**src/rtl/program_sequencer_pkg.sv**
```systemverilog
// Shared processor package for the program sequencer.
// Contents: the sequencer state enum (RUN/HALT), the instruction size in
// bytes, the default interrupt vector and a small width helper.
package program_sequencer_pkg;

  typedef enum logic {
    RUN  = 1'b0,
    HALT = 1'b1
  } seq_state_t;

  localparam int unsigned INSTR_BYTES        = 2;
  localparam int unsigned DEFAULT_INT_VECTOR = 32'h0000_0010;

  // Width of an occupancy counter able to hold 0..depth inclusive.
  function automatic int unsigned count_width(input int unsigned depth);
    return $clog2(depth) + 1;
  endfunction

endpackage

```
**src/rtl/program_sequencer_return_stack.sv**
```systemverilog
// return_stack: LIFO of return addresses for the program sequencer.
// Ports:
//   clk, reset      rising-edge clock, synchronous active-high reset
//   i_en            advance enable; all state holds when low
//   i_push          push i_push_data (ignored while full)
//   i_pop           drop the top entry (ignored while empty)
//   i_push_data     address to push
//   o_top           current top entry (valid when !o_empty)
//   o_count         number of valid entries, 0..DEPTH
//   o_full, o_empty combinational from o_count
// Push takes precedence if both are asserted; the sequencer never does that.
module return_stack
  import program_sequencer_pkg::*;
#(
  parameter int unsigned DEPTH = 4,
  parameter int unsigned WIDTH = 16,
  localparam int unsigned CW   = $clog2(DEPTH) + 1
) (
  input  logic             clk,
  input  logic             reset,
  input  logic             i_en,
  input  logic             i_push,
  input  logic             i_pop,
  input  logic [WIDTH-1:0] i_push_data,
  output logic [WIDTH-1:0] o_top,
  output logic [CW-1:0]    o_count,
  output logic             o_full,
  output logic             o_empty
);

  localparam int unsigned IW = $clog2(DEPTH);

  logic [WIDTH-1:0] r_mem [DEPTH];
  logic [CW-1:0]    r_count;
  logic [IW-1:0]    w_wr_idx;
  logic [IW-1:0]    w_top_idx;
  logic             w_do_push;
  logic             w_do_pop;

  assign o_full    = (r_count == CW'(DEPTH));
  assign o_empty   = (r_count == '0);
  assign o_count   = r_count;
  assign w_wr_idx  = r_count[IW-1:0];
  // count==DEPTH has zero low bits, so the wrap of -1 lands on DEPTH-1.
  assign w_top_idx = r_count[IW-1:0] - IW'(1);
  assign o_top     = r_mem[w_top_idx];

  assign w_do_push = i_en & i_push & ~o_full;
  assign w_do_pop  = i_en & i_pop & ~i_push & ~o_empty;

  always_ff @(posedge clk) begin
    if (reset)          r_count <= '0;
    else if (w_do_push) r_count <= r_count + CW'(1);
    else if (w_do_pop)  r_count <= r_count - CW'(1);
  end

  // Entries are not cleared on reset; a reset only abandons the write.
  always_ff @(posedge clk) begin
    if (!reset && w_do_push) r_mem[w_wr_idx] <= i_push_data;
  end

endmodule

```
**src/rtl/program_sequencer.sv**
```systemverilog
// program_sequencer: next-PC selection with call/return stack and halt.
// Optional interrupt support compiled in with macro SEQ_INTERRUPT_EN.
// Ports:
//   clk, reset                 rising-edge clock, synchronous active-high reset
//   clk_en                     advance enable (reset acts regardless)
//   branch_taken/_immediate    relative branch, signed word offset
//   jump_taken/_link/_immediate relative jump, optional return-address push
//   return_cmd                 pop return address into pc
//   halt_cmd                   enter HALT, pc holds
//   int_trigger                interrupt request (ignored unless compiled in)
//   pc, halted                 program counter, HALT state indicator
//   stack_*                    stack occupancy and sticky error flags
// Priority in RUN: interrupt, halt, return, jump, branch, sequential.
module program_sequencer
  import program_sequencer_pkg::*;
#(
  parameter int unsigned PC_WIDTH     = 16,
  parameter int unsigned STACK_DEPTH  = 4,
  parameter int unsigned BR_IMM_WIDTH = 6,
  parameter int unsigned J_IMM_WIDTH  = 12,
  parameter int unsigned INT_VECTOR   = DEFAULT_INT_VECTOR
) (
  input  logic                           clk,
  input  logic                           reset,
  input  logic                           clk_en,
  input  logic                           branch_taken,
  input  logic [BR_IMM_WIDTH-1:0]        branch_immediate,
  input  logic                           jump_taken,
  input  logic                           jump_link,
  input  logic [J_IMM_WIDTH-1:0]         jump_immediate,
  input  logic                           return_cmd,
  input  logic                           halt_cmd,
  input  logic                           int_trigger,
  output logic [PC_WIDTH-1:0]            pc,
  output logic                           halted,
  output logic                           stack_empty,
  output logic                           stack_full,
  output logic [$clog2(STACK_DEPTH):0]   stack_count,
  output logic                           stack_overflow,
  output logic                           stack_underflow
);

  localparam logic [PC_WIDTH-1:0] INT_VEC = INT_VECTOR[PC_WIDTH-1:0];
  localparam int unsigned BR_PAD = PC_WIDTH - BR_IMM_WIDTH - 1;
  localparam int unsigned J_PAD  = PC_WIDTH - J_IMM_WIDTH - 1;

  seq_state_t          r_state, w_next_state;
  logic [PC_WIDTH-1:0] r_pc, w_next_pc;
  logic                r_ovf, r_unf;

  logic [PC_WIDTH-1:0] w_seq, w_br_off, w_j_off, w_br_tgt, w_j_tgt;
  logic [PC_WIDTH-1:0] w_push_data, w_stk_top;
  logic                w_push_req, w_pop_req, w_set_ovf, w_set_unf;
  logic                w_stk_full, w_stk_empty;
  logic                w_int;

`ifdef SEQ_INTERRUPT_EN
  assign w_int = int_trigger;
`else
  logic w_unused_int;
  assign w_unused_int = int_trigger;
  assign w_int        = 1'b0;
`endif

  // Offsets are in words: sign-extend and shift left by one.
  assign w_br_off = {{BR_PAD{branch_immediate[BR_IMM_WIDTH-1]}}, branch_immediate, 1'b0};
  assign w_j_off  = {{J_PAD{jump_immediate[J_IMM_WIDTH-1]}}, jump_immediate, 1'b0};
  assign w_seq    = r_pc + PC_WIDTH'(INSTR_BYTES);
  assign w_br_tgt = w_seq + w_br_off;
  assign w_j_tgt  = w_seq + w_j_off;

  always_comb begin
    w_next_state = r_state;
    w_next_pc    = r_pc;
    w_push_req   = 1'b0;
    w_push_data  = w_seq;
    w_pop_req    = 1'b0;
    w_set_unf    = 1'b0;
    unique case (r_state)
      RUN: begin
        if (w_int) begin
          w_push_req = 1'b1;
          w_next_pc  = INT_VEC;
        end else if (halt_cmd) begin
          w_next_state = HALT;
        end else if (return_cmd) begin
          if (w_stk_empty) begin
            w_set_unf = 1'b1;
            w_next_pc = w_seq;
          end else begin
            w_pop_req = 1'b1;
            w_next_pc = w_stk_top;
          end
        end else if (jump_taken) begin
          w_push_req = jump_link;
          w_next_pc  = w_j_tgt;
        end else if (branch_taken) begin
          w_next_pc = w_br_tgt;
        end else begin
          w_next_pc = w_seq;
        end
      end
      HALT: begin
        // Only an interrupt leaves HALT; it resumes at the halted pc.
        if (w_int) begin
          w_push_req   = 1'b1;
          w_push_data  = r_pc;
          w_next_pc    = INT_VEC;
          w_next_state = RUN;
        end
      end
      default: w_next_state = RUN;
    endcase
  end

  // A push into a full stack is dropped by the stack; the jump still happens.
  assign w_set_ovf = w_push_req & w_stk_full;

  always_ff @(posedge clk) begin
    if (reset) begin
      r_state <= RUN;
      r_pc    <= '0;
      r_ovf   <= 1'b0;
      r_unf   <= 1'b0;
    end else if (clk_en) begin
      r_state <= w_next_state;
      r_pc    <= w_next_pc;
      r_ovf   <= r_ovf | w_set_ovf;
      r_unf   <= r_unf | w_set_unf;
    end
  end

  return_stack #(
    .DEPTH (STACK_DEPTH),
    .WIDTH (PC_WIDTH)
  ) u_stack (
    .clk         (clk),
    .reset       (reset),
    .i_en        (clk_en),
    .i_push      (w_push_req),
    .i_pop       (w_pop_req),
    .i_push_data (w_push_data),
    .o_top       (w_stk_top),
    .o_count     (stack_count),
    .o_full      (w_stk_full),
    .o_empty     (w_stk_empty)
  );

  assign pc              = r_pc;
  assign halted          = (r_state == HALT);
  assign stack_full      = w_stk_full;
  assign stack_empty     = w_stk_empty;
  assign stack_overflow  = r_ovf;
  assign stack_underflow = r_unf;

endmodule

```
**config.mk**
```make
export PLATFORM = sky130hd
export DESIGN_NAME = program_sequencer
export DESIGN_NICKNAME = d
export VERILOG_FILES = /design/src/rtl/program_sequencer_pkg.sv /design/src/rtl/program_sequencer_return_stack.sv /design/src/rtl/program_sequencer.sv
export SDC_FILE = /design/constraint.sdc
export NUM_CORES = 1
export LEC_CHECK = 0
export BUFFER_PORTS_ARGS = -buffer_cell sky130_fd_sc_hd__buf_2
export CAP_MARGIN = 20
export CORE_MARGIN = 4
export CORE_UTILIZATION = 40
export DETAILED_ROUTE_END_ITERATION = 8
export REMOVE_ABC_BUFFERS = 1
export SLEW_MARGIN = 15
export SYNTH_ARGS = -nofsm -noshare
export SYNTH_HDL_FRONTEND = slang
export SYNTH_SLANG_ARGS = --single-unit
```
**constraint.sdc**
```tcl
create_clock -name clk -period 3.2 [get_ports clk]
set_input_delay 0.64 -clock clk [delete_from_list [all_inputs] [get_ports clk]]
set_output_delay 0.64 -clock clk [all_outputs]
set_load 0.005 [all_outputs]
```
Word level (Yosys, flattened, before mapping):

Memory sizes are Yosys's and may differ from the RTL's.
Cells that the tools add are included.

* RAM bits: 64
* flip-flop bits (word level): 22
* output and inout bits: 24
* logic and storage cells: 55
* memories: 1

* add/sub/neg operators: 6
* bitwise operators: 12
* eq/ne operators: 2
* multiplexer cells: 24
* reduce and logical (&&, ||, !) cells: 5

Memories
* u_stack.r_mem: words 4, width 16, rd ports 1, clocked after memory_dff 0, wr ports 1, line program_sequencer_return_stack.sv:33 `logic [WIDTH-1:0] r_mem [DEPTH];`

Operator list (number)
* $mux 16: 6
* $add 16x16->16: 2
* $add 16x2->16 const B: 1
* $mux 1: 14
* $and 1x1->1: 6
* $mux 3: 2
* $not 1->1: 4
* $pmux 1 s2: 2
* $add 3x1->3 const B: 1
* $eq 3x3->1 const B: 1
* $logic_not 3->1: 1
* $reduce_and 3->1: 1
* $sub 3x1->3 const B: 1
* $ne 2x2->1 const B: 1
* $or 1x1->1: 2
* $reduce_bool 2->1: 1
* $sub 2x1->2 const B: 1
* $logic_and 1x1->1: 1
* $logic_not 1->1: 1

Logic depth before layout (Yosys ltp):

* depth in word-level cells: 10
* mapped depth: 13

Modules after synthesis:

A second synthesis with hierarchy kept.

* cells, all modules: 522
* area total of the unflattened synthesis: 5501.5 um2

By module, submodules not included
* program_sequencer: instances 1, area an instance 2909.0 um2, sequential area each 380.4 um2, cells each 403
* return_stack: instances 1, area an instance 2592.5 um2, sequential area each 1981.9 um2, cells each 119

Least setup slack after synthesis:

Ideal clock, no wire load.

* path type: register -> register
* from: register r_pc[1], in the netlist pc[1]
* to: register r_pc[15], in the netlist pc[15]
* cell stages (with the launch flop): 14
* setup time: 0.134 ns
* data arrival time: 3.051 ns
* clock period less this slack: 3.185 ns
* path slack: 0.015 ns
* buffers on the path: 0
* path through: dfxtp_1 -> ha_1 -> nand3_1 -> nor2_1 -> xnor2_1 -> inv_1 -> ha_1 -> a21oi_1 -> and2_1 -> o21ai_0 -> nor2_1 -> o21ai_0 -> mux2i_1 -> or4_1

* cells in the longest elaborated chain, start to end: 7

Ends and longest elaborated chain
* start, declared: line program_sequencer.sv:48 `logic [PC_WIDTH-1:0] r_pc, w_next_pc;`
* start signal, assigned: line program_sequencer.sv:127 `r_pc <= w_next_pc;`
* $add 16x2->16 *: line program_sequencer.sv:68 `assign w_seq = r_pc + PC_WIDTH'(INSTR_BYTES);`
* via u_stack.i_push_data[9]: line program_sequencer_return_stack.sv:24 `input logic [WIDTH-1:0] i_push_data,`
* $add 16x16->16: line program_sequencer.sv:69 `assign w_br_tgt = w_seq + w_br_off;`
* $mux 16: line program_sequencer.sv:97 `end else if (branch_taken) begin`
* $mux 16 *: line program_sequencer.sv:94 `end else if (jump_taken) begin`
* $mux 16 *: line program_sequencer.sv:86 `end else if (return_cmd) begin`
* $mux 16 *: line program_sequencer.sv:84 `end else if (halt_cmd) begin`
* $mux 16 *: line program_sequencer.sv:79 `unique case (r_state)`

The timed path passes the listed nets; every way through them passes the cells marked *. The select of a mux whose other input is x is not followed.
A chain may end at the register's enable or synchronous reset.

Worst setup path in the final report:

* from: register r_pc[2], in the netlist pc[2]
* to: register r_pc[15], in the netlist pc[15]

The elaborated chain is that of the path after synthesis.

==> results.yml <==
pwr:
  finalPower_mw: 3.02
  power_density_nw_per_um2: 429
  ir_worst_vdd_mv: 0.249
  p_leak_nw: 2.85
cts:
  numCtsBuffers: 9
  cts-root-buf: "clkbuf_16"
  cts.sinks: 86
  insertion_delay_ns: 0.34
  cts_tree: "done"
  cts.reportedPaths.clkPinSlew_ns: 0.07
  h-tree-depth: 3
  clock_path_buffers: 2
sta:
  clock_skew_ns: 0.00834
  finalSetupViolations: 0
  fmaxAchievable_mhz: 323
  final.setup.tns_ns: 0
  period_minus_slack_ns: 3.10
  hold_viol_final: 0
  slew_violations: 0
  worstMarginPinSlew_ns: 0.452
  fin_ws_ns: 0.102
  min_period_over_period_pct: 96.8
  max-slew-margin-rel_pct: 69.8
route:
  drc_errors: 0
  first_iter_violations: 327
  vias: 4817
  ant_nets: 0
  wl_per_cell_um: 18.7
  wirelength_mm: 15.6
  via_per_inst: 5.75
  first_pass_iters: 5
synthesis:
  yosysSeqAreaShare_pct: 42.2
  ys.flop_type: "edfxtp_1"
  syn_area_um2: 5600
  synth_area_leaders: "edfxtp_1, ha_1, dfxtp_1, mux4_2, nand2_1"
  synth_edf_count: 64
  synth-warning-count: 0
  syn_area_per_cell_um2: 10.5
  async_flop_share_pct: 0
  syn_inst: 535
  yosysTopAreaCell: "edfxtp_1"
  netlist.area_leader.share_pct: 34.3
  ys_types: 62
  synth_seq_cells: 86
finish:
  final_cell_mix: "buf_4, edfxtp_1, nand2_1, buf_2, ha_1"
  antenna_cells: 0
  nets: 723
  areaGrowthSynthToFinish_pct: 25.6
  layout_commonest_cell: "buf_4"
  fin_cells: 838
  fin_util_pct: 52.3
  drive_gt1_share_pct: 30.2
setup_path:
  crit_fanout: 6
  worstSetupPathType: "register to register"
  crit_arrival_ns: 3.31
  crit_required_ns: 3.41
  start_kind: "register"
  end_kind: "register"
floorplan:
  rows: 42
  num_io_pins: 51
  start_util_pct: 41.6
  fp.dieW_um: 126
  die_h_um: 126
  fp.coreArea_um2: 13500
  die-area_um2: 16000
status:
  status: "complete, no violations"
global_route:
  grt_max_degree: 28
  overflow: 0
  grt_pass1_wl_mm: 24.8
  track_usage_pct: 19.5
  grt_antenna_before_repair: 0
  first_global_vias: 4748
min_path:
  hp-class: "register to register"
placement:
  dp.cells: 819
  dp_hpwl_mm: 11.9
  port_buffers: 49
  place_ws_ns: -0.0588
  place_congestion: 0.947
run:
  cap_violations: 0
## power breakdown
| group | internal (mW) | switching, mW | leakage [nW] |
|---|---|---|---|
| clock network | 0.686 | 0.424 | 0.152 |
| registers | 1.22 | 0.0253 | 0.775 |
| logic | 0.302 | 0.358 | 1.92 |
## cells in the mapped netlist (9+ instances only)
library cell	n
o21ai_0	32
clkbuf_1	16
nand2_1	49
nand3_1	20
xor2_1	11
nor2_1	35
dfxtp_1	22
xnor2_1	15
a21oi_1	33
edfxtp_1	64
ha_1	36
mux2i_1	11
and2_1	10
nor3_1	9
inv_1	15
mux4_2	16
## worst max-delay path, cell delays in order, from the launching register on
cell and delay (ns):
dfxtp_2 0.36, buf_4 0.13, and3_4 0.18, buf_4 0.12, nand4_1 0.14, xnor2_2 0.36, ha_1 0.33, nand2_1 0.10
nor2_1 0.06, o211ai_1 0.09, o211ai_1 0.16, a21oi_1 0.22, mux2_2 0.35, or4_1 0.39
## final timing paths
check	startpoint	end	slack [ns]	cells after the start
setup / recovery	pc[2]	pc[15]	0.10	13
hold / removal	stack_underflow	stack_underflow	0.47	2
setup reg to reg	pc[2]	pc[15]	0.10	13
hold reg to reg	stack_underflow	stack_underflow	0.47	2
## cells by family (layout without fill, tap and decap cells)
logic type	Yosys count	count (layout)	synth area share [%]
mux	32	32	9.40
simple gates	169	169	15.5
fa+ha+maj	39	39	9.11
buf+inv	41	168	3.08
xor+xnor	26	26	4.06
flops	86	86	42.2
compound gates	142	142	16.7
## routing by layer
layer,GRT usage (%),up-vias,part of all wire [%]
met5,0,-,0
met4,5.17,0,1.5
met3,2.73,23,5.4
met2,32.8,159,49
met1,26.4,2339,44
li1,-,2296,-
## final cells by class
class	instances	area [um^2]
timing repair buffer	135	891
tap	176	220
clock inverter	7	97.6
clock buffer	9	225
inverter	17	63.8
multi-input combinational	408	3170
sequential	86	2370
fill	1237	6420
## stage by stage
step / instance area [um^2] / hold WS, ns
6_report: 7040 / 0.468
5_1_grt: 7040 / 0.499
4_1_cts: 6930 / 0.472
3_5_place_dp: 6590 / 0.453
3_3_place_gp: 6590 / 0.451
2_1_floorplan: 5490 / 0.460
## registers in the layout (all words and copies together), names as in the netlist
name and flops:
u_stack.o_count 3, pc 16, stack_underflow 1, u_stack.r_mem 64, halted 1, stack_overflow 1
## what timing repair did
action / in CTS / in global routing
gates resized for setup: 4 / 23
buffers inserted: 0 / 3
hold buffers: 0 / 0
endpoints found under the setup margin: 1 / 5
pin swaps: 1 / 4
No activity file was read; power rests on OpenSTA's default activity.
